===== config.mk =====
export PLATFORM = sky130hd
export DESIGN_NAME = encdec_div_seq_30ns16ns
export DESIGN_NICKNAME = d
export VERILOG_FILES = /design/src/rtl/encdec_div_seq_30ns16ns.sv
export SDC_FILE = /design/constraint.sdc
export NUM_CORES = 1
export LEC_CHECK = 0
export BUFFER_PORTS_ARGS = -buffer_cell sky130_fd_sc_hd__buf_4
export CORE_MARGIN = 4
export CORE_UTILIZATION = 45
export CTS_CLUSTER_DIAMETER = 80
export DETAILED_ROUTE_END_ITERATION = 16
export PLACE_DENSITY = 0.68
export SYNTH_ARGS = -nofsm -noshare
export SYNTH_HDL_FRONTEND = slang
export SYNTH_SLANG_ARGS = --single-unit
export TNS_END_PERCENT = 10

===== constraint.sdc =====
create_clock -name ap_clk -period 4.7 [get_ports ap_clk]
set_input_delay 0.47 -clock ap_clk [delete_from_list [all_inputs] [get_ports ap_clk]]
set_output_delay 0.47 -clock ap_clk [all_outputs]
set_load 0.005 [all_outputs]

===== src/rtl/encdec_div_seq_30ns16ns.sv =====
// ---------------------------------------------------------------------------
// encdec_div_seq_30ns16ns
// Sequential unsigned restoring divider for the decoder datapath. It undoes
// the encoder's 14x16 -> 30-bit product stage by recovering a 14-bit quotient
// and a 16-bit remainder from a 30-bit product and a 16-bit divisor. It
// produces one quotient bit per clock.
//
// Ports
//   ap_clk, ap_rst_n   clock and synchronous active-low reset
//   in_valid/in_ready  operand handshake (din0 dividend, din1 divisor)
//   out_valid/out_ready result handshake; the result is held while stalled
//   quo, rem           quotient and remainder
//   div_by_zero        din1 was zero for this result
//   overflow           the true quotient does not fit in QUO_WIDTH bits
// ---------------------------------------------------------------------------
module encdec_div_seq_30ns16ns #(
    parameter logic [31:0]  ID        = 32'd1,
    parameter int unsigned  DVD_WIDTH = 30,
    parameter int unsigned  DIV_WIDTH = 16,
    parameter int unsigned  QUO_WIDTH = 14
) (
    input  logic                  ap_clk,
    input  logic                  ap_rst_n,
    input  logic                  in_valid,
    output logic                  in_ready,
    input  logic [DVD_WIDTH-1:0]  din0,
    input  logic [DIV_WIDTH-1:0]  din1,
    output logic                  out_valid,
    input  logic                  out_ready,
    output logic [QUO_WIDTH-1:0]  quo,
    output logic [DIV_WIDTH-1:0]  rem,
    output logic                  div_by_zero,
    output logic                  overflow
);

    localparam int unsigned CNT_W = ($clog2(QUO_WIDTH) > 0) ? $clog2(QUO_WIDTH) : 1;

    // The dividend must split exactly into a divisor-wide high part and a
    // quotient-wide low part. ID is an instance tag only.
    if ((DVD_WIDTH != QUO_WIDTH + DIV_WIDTH) || ($bits(ID) != 32)) begin : g_bad_widths
        $error("encdec_div_seq_30ns16ns: DVD_WIDTH must equal QUO_WIDTH + DIV_WIDTH");
    end

    typedef enum logic [1:0] {
        S_IDLE = 2'd0,
        S_CALC = 2'd1,
        S_DONE = 2'd2
    } state_t;

    state_t                 state;
    logic [DIV_WIDTH-1:0]   divisor;
    logic [DIV_WIDTH-1:0]   part_rem;
    // Holds the remaining dividend bits (MSB first); quotient bits fill in from the LSB.
    logic [QUO_WIDTH-1:0]   shreg;
    logic [CNT_W-1:0]       cnt;

    logic [DIV_WIDTH-1:0]   dvd_hi;
    logic [QUO_WIDTH-1:0]   dvd_lo;
    logic [DIV_WIDTH:0]     trial;
    logic [DIV_WIDTH:0]     diff;
    logic                   q_bit;
    logic [DIV_WIDTH-1:0]   next_rem;
    logic [QUO_WIDTH-1:0]   next_q;

    assign dvd_hi = din0[DVD_WIDTH-1 -: DIV_WIDTH];
    assign dvd_lo = din0[QUO_WIDTH-1:0];

    // One restoring step. The partial remainder is always below the divisor,
    // so a successful subtraction always fits back into DIV_WIDTH bits.
    always_comb begin
        trial    = {part_rem, shreg[QUO_WIDTH-1]};
        diff     = trial - {1'b0, divisor};
        q_bit    = (trial >= {1'b0, divisor});
        next_rem = q_bit ? diff[DIV_WIDTH-1:0] : trial[DIV_WIDTH-1:0];
        next_q   = {shreg[QUO_WIDTH-2:0], q_bit};
    end

    // Control FSM, datapath and registered outputs.
    always_ff @(posedge ap_clk) begin
        if (!ap_rst_n) begin
            state       <= S_IDLE;
            in_ready    <= 1'b1;
            out_valid   <= 1'b0;
            quo         <= '0;
            rem         <= '0;
            div_by_zero <= 1'b0;
            overflow    <= 1'b0;
            divisor     <= '0;
            part_rem    <= '0;
            shreg       <= '0;
            cnt         <= '0;
        end else begin
            case (state)
                S_IDLE: begin
                    if (in_valid && in_ready) begin
                        divisor  <= din1;
                        in_ready <= 1'b0;
                        if (din1 == '0) begin
                            quo         <= '1;
                            rem         <= din0[DIV_WIDTH-1:0];
                            div_by_zero <= 1'b1;
                            overflow    <= 1'b0;
                            state       <= S_DONE;
                        end else if (dvd_hi >= din1) begin
                            // The high part alone already reaches the divisor, so the
                            // quotient would need more than QUO_WIDTH bits.
                            quo         <= '1;
                            rem         <= '1;
                            div_by_zero <= 1'b0;
                            overflow    <= 1'b1;
                            state       <= S_DONE;
                        end else begin
                            part_rem <= dvd_hi;
                            shreg    <= dvd_lo;
                            cnt      <= CNT_W'(QUO_WIDTH - 1);
                            state    <= S_CALC;
                        end
                    end
                end

                S_CALC: begin
                    part_rem <= next_rem;
                    shreg    <= next_q;
                    cnt      <= cnt - CNT_W'(1);
                    if (cnt == '0) begin
                        quo         <= next_q;
                        rem         <= next_rem;
                        div_by_zero <= 1'b0;
                        overflow    <= 1'b0;
                        state       <= S_DONE;
                    end
                end

                S_DONE: begin
                    // out_valid rises one cycle after entering DONE. It then holds
                    // until the result is taken.
                    if (!out_valid) begin
                        out_valid <= 1'b1;
                    end else if (out_ready) begin
                        out_valid <= 1'b0;
                        in_ready  <= 1'b1;
                        state     <= S_IDLE;
                    end
                end

                default: begin
                    state     <= S_IDLE;
                    in_ready  <= 1'b1;
                    out_valid <= 1'b0;
                end
            endcase
        end
    end

endmodule


==> results.md <==
- The count of nets left with antenna violations once routing finished came out at 0.
- The post-synthesis to final-layout area growth is 18.48%.
- The post-place setup slack is 1.516 ns.
- The worst clock skew is 0.006653 ns.
- After synthesis, the largest family of logic cells by area is compound AO/OA/AOI/OAI gates.
- The number of setup buffers added after CTS is 0.
- The detailed router finished its first iteration with 387 violations.
- The synthesized design contains 0 enable-type register cells.
- After synthesis, flip-flops and latches occupy 33.94% of the total area.
- The number of hold buffers added after CTS was 0.
- In this run the worst hold path is classified as input pin to flop.
- In the routed layout, each cell is associated on average with a via count of 5.879.
- The leakage power figure is 2.630 nW.
- The tree is rooted in a sky130_fd_sc_hd__clkbuf_16.
- Of the post-synthesis cell area, the dominant cell type holds 33.94%.
- The synthesized design contains 86 register bits.
- Of all cell types, the one taking the most synthesized area is sky130_fd_sc_hd__dfxtp_1.
- The share of the synthesized area in compound gates (AO/OA/AOI/OAI) is 25.73%.
- The instance count of the mapped netlist is 616.
- The total nets after synthesis is 700.
- The distinct cell type count of the synthesized netlist is 70.
- The power per cell area is 494.8 nW/um^2.
- Including well taps, the total number of placed cells is 805.
- The clock latency reported for the late side of the worst-skew pair is 0.35 ns.
- After Yosys synthesis, XOR and XNOR cells account for 1.381% of the synthesized area.
- The peak supply drop is 0.2169 mV.
- Together, buffers and inverters on the worst path number 1.
- The kind of end point of the critical path is a flop.
- The largest fanout on the critical path is 15.
- The die width is 114.2 um.
- The global placer's final weighted congestion is 0.9466.
- The die covers 13,030 um^2.
- The mean post-synth cell area is 8.234 um^2.
- The flow ran to the end, and the final reports show no timing, DRC or antenna violations.
- The first-pass GRT wire length is 23.74 mm.
- The total design power is 0.002973 W.
- For this run, the post-layout net count is 760.
- In the synthesized netlist the async set-or-reset flop fraction comes to 0%.
- In the post-synthesis netlist, the biggest area contributors are sky130_fd_sc_hd__dfxtp_1 (34%), sky130_fd_sc_hd__ha_1 (8.1%), sky130_fd_sc_hd__mux2i_1 (5.5%).
- The standard cell core area is 10,940 um^2.
- The number of port buffers is 83.
- The initial core utilization is 46.38%.
- The required time of the critical path is 4.89 ns.
- The number of standard cells in the final layout excluding fillers is 821.
- The number of antenna violations at the first check in global routing came to 0.
- The number of iterations in the first detailed-routing pass is 5.
- The number of pins with negative max-slew slack in the final report is 0.
- In this run the number of H-tree levels came out at 3.
- The worst setup path is of the flop to flop kind.
- At the worst endpoint, the arrival time is 3.36 ns.
- Counting along the longest clock path gives a buffer depth of 2.
- The cell family contributing the most delay on the critical path is compound AO/OA/AOI/OAI gates.
- Setup repair after global routing left no endpoint under its margin.
- The number of antenna diodes in the final layout is 0.
- The pin slew with the least headroom to its limit is 1.360 ns.
- The total DRC errors in the routed layout is 0.
- The hold violation total from the final report is 0.
- The post-synthesis instance area is 5072 um^2.
- The tool flagged a number of max-cap violations equal to 0.
- Derived from the worst setup path, the maximum achievable clock frequency is 316.0 MHz.
- The number of buffers created by CTS is 9.
- The clock transition at the registers of the reported paths is 0.07 ns.
- Yosys printed 0 warnings.
- The clock sink total is 86.
- Setup violations remaining at the end of the flow were counted as 0.
- The most used flip-flop cell after synthesis is sky130_fd_sc_hd__dfxtp_1.
- The CTS tree is built.
- Entering global routing, the biggest net connects 65 pins.
- After Yosys synthesis, and, or, nand and nor cells account for 17.61% of the synthesized area.
- Measured along the y axis, the die boundary spans 114.2 um.
- The number of placement rows is 38.
- Global routing used 23.04% of the available tracks.
- The final instance area is 6010 um^2.
- The area share of fa/ha/maj cells after synthesis is 8.535%.
- Multiplexer cells account for 5.969% of the synthesized area.
- Subtracting the final worst setup slack from the clock period gives 3.164 ns.
- For this block, the routed nets add up to 15.04 mm of wire.
- The total negative slack is 0 ns.
- For this run, the slowest stage of the critical path takes 0.73 ns.
- The proportion of layout cells with a drive suffix above 1 is 18.65%.
- Dividing the final minimum period by the clock period gives 67.32%.
- Dividing the detail-routed wire length by the instance count gives 18.31 um.
- The detailed router placed 4,827 vias in this run.
- The total of cells resized after clock tree synthesis is 0.
- The slowest library cell on the worst path is sky130_fd_sc_hd__a21oi_2.
- For this design the top-level I/O count stands at 84.
- The via count of the first global-routing pass was 4,539.
- The instance area at placement is 5718 um^2.
- The final HPWL from detailed placement is 11.23 mm.
- The relative max-transition margin is 9.301%.
- After layout, the worst setup slack is 1.536 ns.
- Traced cell by cell, the critical path runs through inv_1, ha_1, nand2_1, o21ai_0, a221oi_4, a21oi_2, mux2i_1, o22ai_1.
- STA classifies the critical path startpoint as a flop.
- Summed over all layers, the global routing overflow is 0.
==> area by class of cell <==
type / instances / area (um^2)
multi-input combinational: 450 / 3014
clock inverter: 6 / 52.55
fill: 1003 / 4926
clock buffer: 10 / 239.0
timing repair buffer: 86 / 645.6
tap: 140 / 175.2
sequential: 86 / 1722
inverter: 43 / 161.4
==> cells by family (layout without fill, tap and decap cells) <==
group	Yosys count	in the layout
XOR/XNOR	8	8
adder cells (fa/ha/maj)	34	34
multiplexers	30	30
flip-flops	86	86
buffers and inverters	80	145
AND/OR/NAND/NOR	189	189
AO/OA/AOI/OAI	189	189
==> Yosys cell counts (all sizes together), types with 5 or more instances <==
master,count
nand4,5
clkbuf,21
o211ai,5
ha,33
a21o,6
xnor2,5
a22oi,11
buf,16
inv,43
nor3,9
nand3,16
dfxtp,86
a21oi,57
mux2i,28
a211oi,34
o221ai,7
o22ai,5
nor2,57
a31oi,11
and2,8
nand2b,7
nor4,7
o21ai,22
nand2,63
==> report_power, final <==
group / internal (W) / switching, W
Sequential: 0.000838 / 0.0000841
Combinational: 0.000530 / 0.000816
Clock: 0.000381 / 0.000324
Total: 0.00175 / 0.00122
==> worst paths after layout <==
kind	cells after the start	from	slack (ns)	endpoint
worst min register to register	2	divisor[2]	0.46	divisor[2]
worst max-delay path	8	divisor[11]	1.54	part_rem[13]
worst min-delay path	3	din1[12]	0.38	divisor[12]
worst max register to register	8	divisor[11]	1.54	part_rem[13]
==> cell usage in the layout, fill, tap and decap left out, drive strengths merged, types with 3 or more instances in the layout <==
cell type  instances
dfxtp             86
buf               86
nand2             63
nor2              57
a21oi             57
inv               46
a211oi            34
ha                33
mux2i             28
o21ai             22
nand3             16
a31oi             11
a22oi             11
clkbuf            10
nor3               9
and2               8
nand2b             7
nor4               7
o221ai             7
a21o               6
o211ai             5
nand4              5
xnor2              5
o22ai              5
o21a               4
a221oi             4
nor2b              4
or3                3
and3               3
o21bai             3
xor2               3
a211o              3
==> flip-flops by register name, summed over array words and instances, names as in the netlist <==
name and count:
out_valid 1, shreg 14, part_rem 16, div_by_zero 1, quo 14, cnt 4
rem 16, state 2, divisor 16, in_ready 1, overflow 1
==> metrics by stage <==
stage,util [%],hold slack (ns)
6_report,54.95,0.3804
5_1_grt,54.95,0.3819
4_1_cts,54.95,0.3715
3_5_place_dp,52.29,0.4470
3_3_place_gp,52.29,0.4420
2_1_floorplan,-,0.4363
==> worst min-delay path, stage by stage <==
cell                      delay (ns)
sky130_fd_sc_hd__buf_4          0.12
sky130_fd_sc_hd__nand2_1        0.05
sky130_fd_sc_hd__a21oi_1        0.05
==> per-layer routing <==
metal  wire length, um  vias up  GRT usage [%]
met5                 0        -              0
met4               418        0          9.343
met3              1156       32          5.497
met2              6710      196          34.78
met1              6750     2249          31.61
li1                  -     2350              -
Power figures use the tool's default switching activity.
